--- config.mk ---
export PLATFORM = sky130hd
export DESIGN_NAME = alu_muldiv_sequencer
export DESIGN_NICKNAME = d
export VERILOG_FILES = /design/src/rtl/alu_muldiv_sequencer.sv
export SDC_FILE = /design/constraint.sdc
export NUM_CORES = 1
export LEC_CHECK = 0
export BUFFER_PORTS_ARGS = -buffer_cell sky130_fd_sc_hd__buf_2
export CORE_MARGIN = 2
export CORE_UTILIZATION = 35
export DETAILED_ROUTE_END_ITERATION = 7
export GPL_TIMING_DRIVEN = 1
export HOLD_SLACK_MARGIN = 0.06
export PLACE_DENSITY = 0.65
export SYNTH_ARGS = -nofsm -noshare
export SYNTH_HDL_FRONTEND = slang
export SYNTH_SLANG_ARGS = --single-unit
--- constraint.sdc ---
create_clock -name clk -period 3 [get_ports clk]
set_clock_uncertainty 0.05 [all_clocks]
set_input_delay 0.6 -clock clk [delete_from_list [all_inputs] [get_ports clk]]
set_output_delay 0.6 -clock clk [all_outputs]
set_load 0.02 [all_outputs]
--- src/rtl/alu_muldiv_sequencer.sv ---
// Iterative unsigned MULTU/DIVU sequencer sharing the EX-stage ALU.
// Idle: the EX operands pass straight to the ALU. Busy: the block owns the ALU for
// N_ITER cycles (shift-add multiply / restoring divide) and stalls the pipeline.
module alu_muldiv_sequencer #(
    parameter int unsigned N_ITER = 32
) (
    input  logic        clk,
    input  logic        reset,
    input  logic [31:0] ex_in1,
    input  logic [31:0] ex_in2,
    input  logic [2:0]  ex_sel,
    input  logic [4:0]  ex_shamt,
    input  logic        md_start,
    input  logic        md_op,
    input  logic [31:0] md_a,
    input  logic [31:0] md_b,
    output logic [31:0] alu_in1,
    output logic [31:0] alu_in2,
    output logic [2:0]  alu_sel,
    output logic [4:0]  alu_shamt,
    input  logic [31:0] alu_out,
    output logic        stall,
    output logic        md_busy,
    output logic        md_done,
    output logic [31:0] hi,
    output logic [31:0] lo
);

    localparam int unsigned CntW = $clog2(N_ITER);
    localparam logic [CntW-1:0] LastCnt = CntW'(N_ITER - 1);
    localparam logic [2:0] SelAdd = 3'b000;
    localparam logic [2:0] SelSub = 3'b010;

    typedef enum logic [1:0] {StIdle, StMul, StDiv, StDone} state_e;

    state_e          state_q, state_d;
    logic [CntW-1:0] cnt_q, cnt_d;
    // w_hi: acc (MUL) / rem (DIV); w_lo: mpr / quo; w_op: mcand / dvs
    logic [31:0]     w_hi_q, w_hi_d;
    logic [31:0]     w_lo_q, w_lo_d;
    logic [31:0]     w_op_q, w_op_d;
    logic [31:0]     hi_q, hi_d;
    logic [31:0]     lo_q, lo_d;

    logic            carry;
    logic            ge;
    logic [31:0]     r_sh;

    // State, counter, working and result registers with synchronous reset.
    always_ff @(posedge clk) begin
        if (reset) begin
            state_q <= StIdle;
            cnt_q   <= '0;
            w_hi_q  <= '0;
            w_lo_q  <= '0;
            w_op_q  <= '0;
            hi_q    <= '0;
            lo_q    <= '0;
        end else begin
            state_q <= state_d;
            cnt_q   <= cnt_d;
            w_hi_q  <= w_hi_d;
            w_lo_q  <= w_lo_d;
            w_op_q  <= w_op_d;
            hi_q    <= hi_d;
            lo_q    <= lo_d;
        end
    end

    // Next-state, iteration datapath and ALU ownership mux.
    always_comb begin
        state_d   = state_q;
        cnt_d     = cnt_q;
        w_hi_d    = w_hi_q;
        w_lo_d    = w_lo_q;
        w_op_d    = w_op_q;
        hi_d      = hi_q;
        lo_d      = lo_q;
        alu_in1   = ex_in1;
        alu_in2   = ex_in2;
        alu_sel   = ex_sel;
        alu_shamt = ex_shamt;
        carry     = 1'b0;
        ge        = 1'b0;
        r_sh      = '0;

        unique case (state_q)
            StIdle, StDone: begin
                state_d = StIdle;
                if (md_start) begin
                    cnt_d  = '0;
                    w_hi_d = '0;
                    w_lo_d = md_op ? md_a : md_b;
                    w_op_d = md_op ? md_b : md_a;
                    if (!md_op) begin
                        state_d = StMul;
                    end else if (md_b != '0) begin
                        state_d = StDiv;
                    end else begin
                        // Divide by zero: finish at once with a fixed result
                        state_d = StDone;
                        hi_d    = md_a;
                        lo_d    = '1;
                    end
                end
            end
            StMul: begin
                alu_in1   = w_hi_q;
                alu_in2   = w_op_q;
                alu_sel   = SelAdd;
                alu_shamt = '0;
                carry     = (alu_out < w_hi_q);
                if (w_lo_q[0]) begin
                    {w_hi_d, w_lo_d} = {carry, alu_out, w_lo_q[31:1]};
                end else begin
                    {w_hi_d, w_lo_d} = {1'b0, w_hi_q, w_lo_q[31:1]};
                end
                cnt_d = cnt_q + 1'b1;
                if (cnt_q == LastCnt) begin
                    state_d = StDone;
                    hi_d    = w_hi_d;
                    lo_d    = w_lo_d;
                end
            end
            StDiv: begin
                r_sh      = {w_hi_q[30:0], w_lo_q[31]};
                alu_in1   = r_sh;
                alu_in2   = w_op_q;
                alu_sel   = SelSub;
                alu_shamt = '0;
                // Bit shifted out of rem makes the partial remainder exceed 32 bits
                ge        = w_hi_q[31] | (r_sh >= w_op_q);
                w_hi_d    = ge ? alu_out : r_sh;
                w_lo_d    = {w_lo_q[30:0], ge};
                cnt_d     = cnt_q + 1'b1;
                if (cnt_q == LastCnt) begin
                    state_d = StDone;
                    hi_d    = w_hi_d;
                    lo_d    = w_lo_d;
                end
            end
            default: state_d = StIdle;
        endcase
    end

    // Status decodes come from registered state only.
    assign stall   = (state_q == StMul) || (state_q == StDiv);
    assign md_busy = stall;
    assign md_done = (state_q == StDone);
    assign hi      = hi_q;
    assign lo      = lo_q;

endmodule

==> results.py, run 1 <==
metrics = {
    "synth": {
        "synth_edf_count": 0,
        "ys_types": 50,
        "synth_area_sq_um": 10950,
        "syn_nets": 1628,
        "syn_inst": 1388,
        "synthFlopType": "dfxtp_1",
        "avgSynthCellArea_sq_um": 7.888,
        "ys_seq_area_frac": 0.3054,
        "synth_warnings": 0,
        "ys_ff_latch": 167,
        "async_flop_share": 0,
    },
    "route": {
        "wl_per_cell_um": 20.02,
        "ant_nets": 0,
        "drcViolationCount": 0,
        "met3WireLength_mm": 2.984,
        "first_pass_iters": 5,
        "drt_iter0_drc": 1040,
        "dr_wl_met2_mm": 20.11,
        "vias": 11600,
        "vias_per_cell": 5.567,
        "dr.max_layer_used": "met5",
        "wl_met1_mm": 17.41,
        "wl_mm": 41.71,
    },
    "sta": {
        "fmax_mhz": 345.1,
        "fin_crit_sh": 0.9659,
        "tns_ps": 0,
        "rsz0062_at_grt": "false",
        "fin_crit_ps": 2898,
        "relSlewSlack": 0.2160,
        "setup_viol": 0,
        "tightestPinTransition_ps": 1176,
        "final_hold_viol_count": 0,
        "slew_viol_final": 0,
    },
    "cts": {
        "cts_made_buffers": 17,
        "clk-insertion-delay-late_ps": 430,
        "path_clk_slew_ps": 70,
        "cts_tree": "done",
        "clk_path_buf_depth": 2,
        "cts_max_level": 4,
        "clkSinkCount": 167,
        "cts_root_buf": "clkbuf_16",
    },
    "global_route": {
        "grt_pass1_wl_mm": 63.20,
        "antenna_found_initial": 3,
        "grt_pass1_vias": 11080,
        "grt_max_degree": 106,
        "track_usage": 0.2457,
        "grt_overflow": 0,
    },
    "job": {
        "max-cap-violations": 0,
    },
    "cells_and_area": {
        "fill_cells": 3104,
        "num-nets-final": 1913,
        "mostFrequentLayoutCells": "buf_2, nand2_1, a21oi_1, nor2_1, dfxtp_1",
        "ff_latch_area_sq_um": 3344,
        "multi_input_area_sq_um": 6977,
        "drive_gt1_frac": 0.3080,
        "syn_to_final_growth_pct": 27.07,
        "mostFrequentLayoutCell": "buf_2",
    },
    "worst_setup_path": {
        "start_kind": "register",
        "crit_fanout": 105,
        "cp.required_ps": 2350,
        "critPathKind": "register to output port",
        "cp_data_arrival_time_ps": 2250,
        "crit_path_end_kind": "output port",
    },
    "placed_design": {
        "gp_congestion": 0.9242,
        "io_buffers": 310,
        "dp_hpwl_mm": 30.93,
    },
    "floorplan": {
        "fp.dieW_um": 180.9,
        "fp.dieH_um": 180.9,
        "core_area_sq_um": 30670,
        "start_util": 0.3570,
        "ios": 311,
        "row_count": 64,
        "die_area_sq_um": 32710,
    },
    "pwr": {
        "p_leak_nw": 5.912,
        "powerDensity_nw_per_um2": 605.6,
        "totalPowerFinal_mw": 8.425,
        "ir_drop_v": 0.0003530,
    },
    "outcome": {
        "status": "finished clean",
    },
    "hold_path": {
        "hp-class": "register to register",
    },
}
final cells by class:
type | count | share of cell area
multi-input combinational | 1043 | 0.5015
sequential | 167 | 0.2404
timing repair buffer | 377 | 0.1598
antenna | 2 | 0.0003597
tap | 396 | 0.03561
clock inverter | 14 | 0.01367
clock buffer | 17 | 0.03058
inverter | 67 | 0.01808
stage by stage:
stage	instances	hold WS, ps	cell area, sq um	setup WS (ps)	util
CTS	2079	408.3	13830	85.46	0.4510
detailed placement	2048	391.7	13220	97.66	0.4309
global route	2083	438.0	13910	2.816	0.4536
finish	2083	404.3	13910	102.4	0.4536
floorplan	1388	375.0	10950	178.8	-
global placement	2048	384.4	13220	116.0	0.4309
routing by layer:
metal  GRT usage  vias to the layer above
li1            -                     5541
met1      0.3114                     5440
met2      0.4237                      552
met3     0.04132                       61
met4     0.07806                        2
met5           0                        -
final timing paths:
kind              start           to  slack [ps]  cells after the start
max          state_q[0]  alu_in2[17]         100                      6
min           w_op_q[2]    w_op_q[2]         400                      2
max reg2reg  w_op_q[31]       hi[23]         160                     10
min reg2reg   w_op_q[2]    w_op_q[2]         400                      2
power by group:
part	total, mW	internal [mW]	switching (mW)
Clock	2.38	1.34	1.04
Combinational	3.28	1.18	2.11
Sequential	2.76	2.54	0.217
registers in the layout, summed over array words and instances (netlist names):
signal	flops
cnt_q	5
lo	32
w_lo_q	32
w_op_q	32
state_q	2
hi	32
w_hi_q	32
timing repair:
action | CTS | global route
gates resized for setup | 0 | 11
hold buffers | 0 | 0
endpoints found under the setup margin | 0 | 26
buffers inserted | 0 | 1
synthesized netlist by cell type, types with 8 or more instances:
cell type	number	area, sq um
nand2_1	181	679.4
a21oi_1	178	890.9
dfxtp_1	167	3343
nor2_1	167	626.9
o21ai_0	107	535.5
clkbuf_1	89	334.1
ha_1	68	850.8
inv_1	67	251.5
mux2i_1	65	650.6
mux2_2	36	405.4
a211oi_1	34	255.2
a221oi_1	33	289.0
a22oi_1	33	247.7
a311oi_2	29	435.4
mux2_4	29	435.4
buf_1	13	48.80
and2_1	9	56.30
nand4_1	9	56.30
nand3_1	8	40.04
nor4_1	8	50.05
logic make-up after synthesis:
kind of cell | Yosys count | synth area share
buffers and inverters | 178 | 0.06400
xor gates and xnor gates | 3 | 0.002400
muxes | 130 | 0.1362
AOI/OAI and AO/OA | 441 | 0.2634
and+or+nand+nor | 401 | 0.1509
DFF | 167 | 0.3054
adders and majority gates | 68 | 0.07771
critical path, stage by stage (launching register included):
cell	delay [ps]
dfxtp_1	400
inv_1	100
ha_4	370
buf_16	340
nand2_1	140
o21ai_0	200
buf_2	250
(Power assumes the default switching activity.)
==> run 2, diff against run 1 <==
--- a/config.mk
+++ b/config.mk
@@ -12,6 +12,7 @@
 export GPL_TIMING_DRIVEN = 1
 export HOLD_SLACK_MARGIN = 0.06
 export PLACE_DENSITY = 0.65
+export RECOVER_POWER = 50
 export SYNTH_ARGS = -nofsm -noshare
 export SYNTH_HDL_FRONTEND = slang
 export SYNTH_SLANG_ARGS = --single-unit
==> results.py, run 2 (synthesized netlist as in run 1, its figures left out) <==
metrics = {
    "worst_setup_path": {
        "path_cells": "inv_1 > ha_2 > buf_4 > a22oi_1 > o21ai_0 > buf_2",
        "cp_slowest_cell": "ha_2",
        "start_kind": "register",
        "cp_top_family": "buffers and inverters",
        "crit_path_end_kind": "output port",
        "critPathKind": "register to output port",
        "rr_worst_depth": 9,
        "slowest_delay_ps": 510,
        "crit_fanout": 20,
        "r2r_setup_slack_ps": 150,
        "cp.required_ps": 2350,
        "path_buf_inv": 3,
        "cp_data_arrival_time_ps": 2240,
        "crit-reg2reg-launch": "w_op_q[0]",
        "reg2reg_to": "hi[23]",
    },
    "route": {
        "drcViolationCount": 0,
        "first_pass_iters": 5,
        "wl_mm": 41.65,
        "ant_nets": 0,
        "vias": 11540,
        "drt_iter0_drc": 999,
        "wl_per_cell_um": 19.99,
        "vias_per_cell": 5.540,
    },
    "cells_and_area": {
        "syn_to_final_growth_pct": 25.82,
        "mostFrequentLayoutCells": "buf_2, nand2_1, a21oi_1, nor2_1, dfxtp_1",
        "drive_gt1_frac": 0.2653,
        "final_util": 0.4491,
        "num-nets-final": 1913,
        "mostFrequentLayoutCell": "buf_2",
    },
    "sta": {
        "tns_ps": 0,
        "final_hold_viol_count": 0,
        "fin_crit_sh": 0.9617,
        "relSlewSlack": 0.2215,
        "rsz0062_at_grt": "false",
        "slew_viol_final": 0,
        "whs_ps": 401.2,
        "setup_viol": 0,
        "fmax_mhz": 346.6,
        "fin_crit_ps": 2885,
        "tightestPinTransition_ps": 1168,
        "layout_setup_ws_ps": 114.8,
    },
    "pwr": {
        "internal_power_mw": 4.977,
        "p_clk_frac": 0.286,
        "powerDensity_nw_per_um2": 605.9,
        "p_switching_mw": 3.369,
        "p_comb_frac": 0.383,
        "totalPowerFinal_mw": 8.346,
        "sequentialPowerShare": 0.331,
        "ir_drop_v": 0.0003465,
        "netSwitchingFraction": 0.4037,
        "p_leak_nw": 5.628,
    },
    "floorplan": {
        "fp.dieH_um": 180.9,
        "die_area_sq_um": 32710,
        "fp.dieW_um": 180.9,
        "ios": 311,
        "row_count": 64,
        "core_area_sq_um": 30670,
        "start_util": 0.3570,
    },
    "global_route": {
        "track_usage": 0.2457,
        "grt_pass1_wl_mm": 63.20,
        "antenna_found_initial": 3,
        "grt_max_degree": 106,
        "grt_pass1_vias": 11080,
        "grt_overflow": 0,
    },
    "hold_path": {
        "hp-class": "register to register",
        "hold_depth": 2,
        "hold_end": "w_op_q[2]",
        "hold_start": "w_op_q[2]",
    },
    "placed_design": {
        "dp_hpwl_mm": 30.93,
        "io_buffers": 310,
        "pre_cts_slack_ps": 97.66,
        "gp_congestion": 0.9242,
    },
    "cts": {
        "clk_path_buf_depth": 2,
        "cts_made_buffers": 17,
        "clkSinkCount": 167,
        "cts_max_level": 4,
        "cts_root_buf": "clkbuf_16",
        "cts_tree": "done",
        "clk-insertion-delay-late_ps": 430,
        "path_clk_slew_ps": 70,
    },
    "outcome": {
        "status": "finished clean",
    },
    "job": {
        "max-cap-violations": 0,
    },
}
[run 2: metrics by stage]
| step | area (sq um) | instances |
|---|---|---|
| after floorplan | 10950 | 1388 |
| after global placement | 13220 | 2048 |
| after detailed placement | 13220 | 2048 |
| after CTS | 13830 | 2079 |
| after global routing | 13770 | 2083 |
| final | 13770 | 2083 |
[run 2: how the worst max path moves through the flow]
| stage | slack [ps] | endpoint | cells past startpoint | from |
|---|---|---|---|---|
| 2_1_floorplan | 180 | alu_in1[0] | 8 | state_q[0] |
| 4_1_cts | 90 | hi[23] | 10 | w_op_q[31] |
| 6_report | 110 | alu_in1[9] | 6 | state_q[1] |
| 5_1_grt | 3 | hi[23] | 10 | w_lo_q[31] |
| 3_3_place_gp | 120 | hi[14] | 11 | md_b[1] |
| 3_5_place_dp | 100 | hi[5] | 11 | md_b[1] |
[run 2: tightest hold or removal path: stages (launching register included)]
cell,delay [ps]
dfxtp_1,330
nand2_1,40
o21ai_0,50
[run 2: layout make-up]
class                           instances  area [sq um]
Fill cell                            3141         16900
Tap cell                              396         495.5
Clock inverter                         14         190.2
Antenna cell                            2         5.005
Clock buffer                           17         425.4
Sequential cell                       167          3344
Timing Repair Buffer                  377          2105
Inverter                               67         251.5
Multi-Input combinational cell       1043          6958
[run 2: per-layer routing]
layer  vias to the layer above  wire (um)  global-route usage
met5                         -         13                   0
met4                         2       1122             0.07806
li1                       5532          -                   -
met2                       513      20250              0.4237
met1                      5442      17580              0.3114
met3                        51       2687             0.04132
[run 2: power by group through the flow]
stage | combinational [mW] | clock [mW] | sequential (mW)
after CTS | 3.25 | 2.41 | 2.75
after global placement | 3.19 | 0 | 2.79
after floorplan | 1.87 | 0 | 2.97
after global routing | 3.50 | 2.49 | 2.80
final | 3.19 | 2.39 | 2.77
after detailed placement | 3.24 | 0 | 2.80
[run 2: what timing repair did]
action	4_1_cts	5_1_grt
setup endpoints to repair	0	26
setup buffers	0	1
resized for setup	0	11
hold buffers	0	0
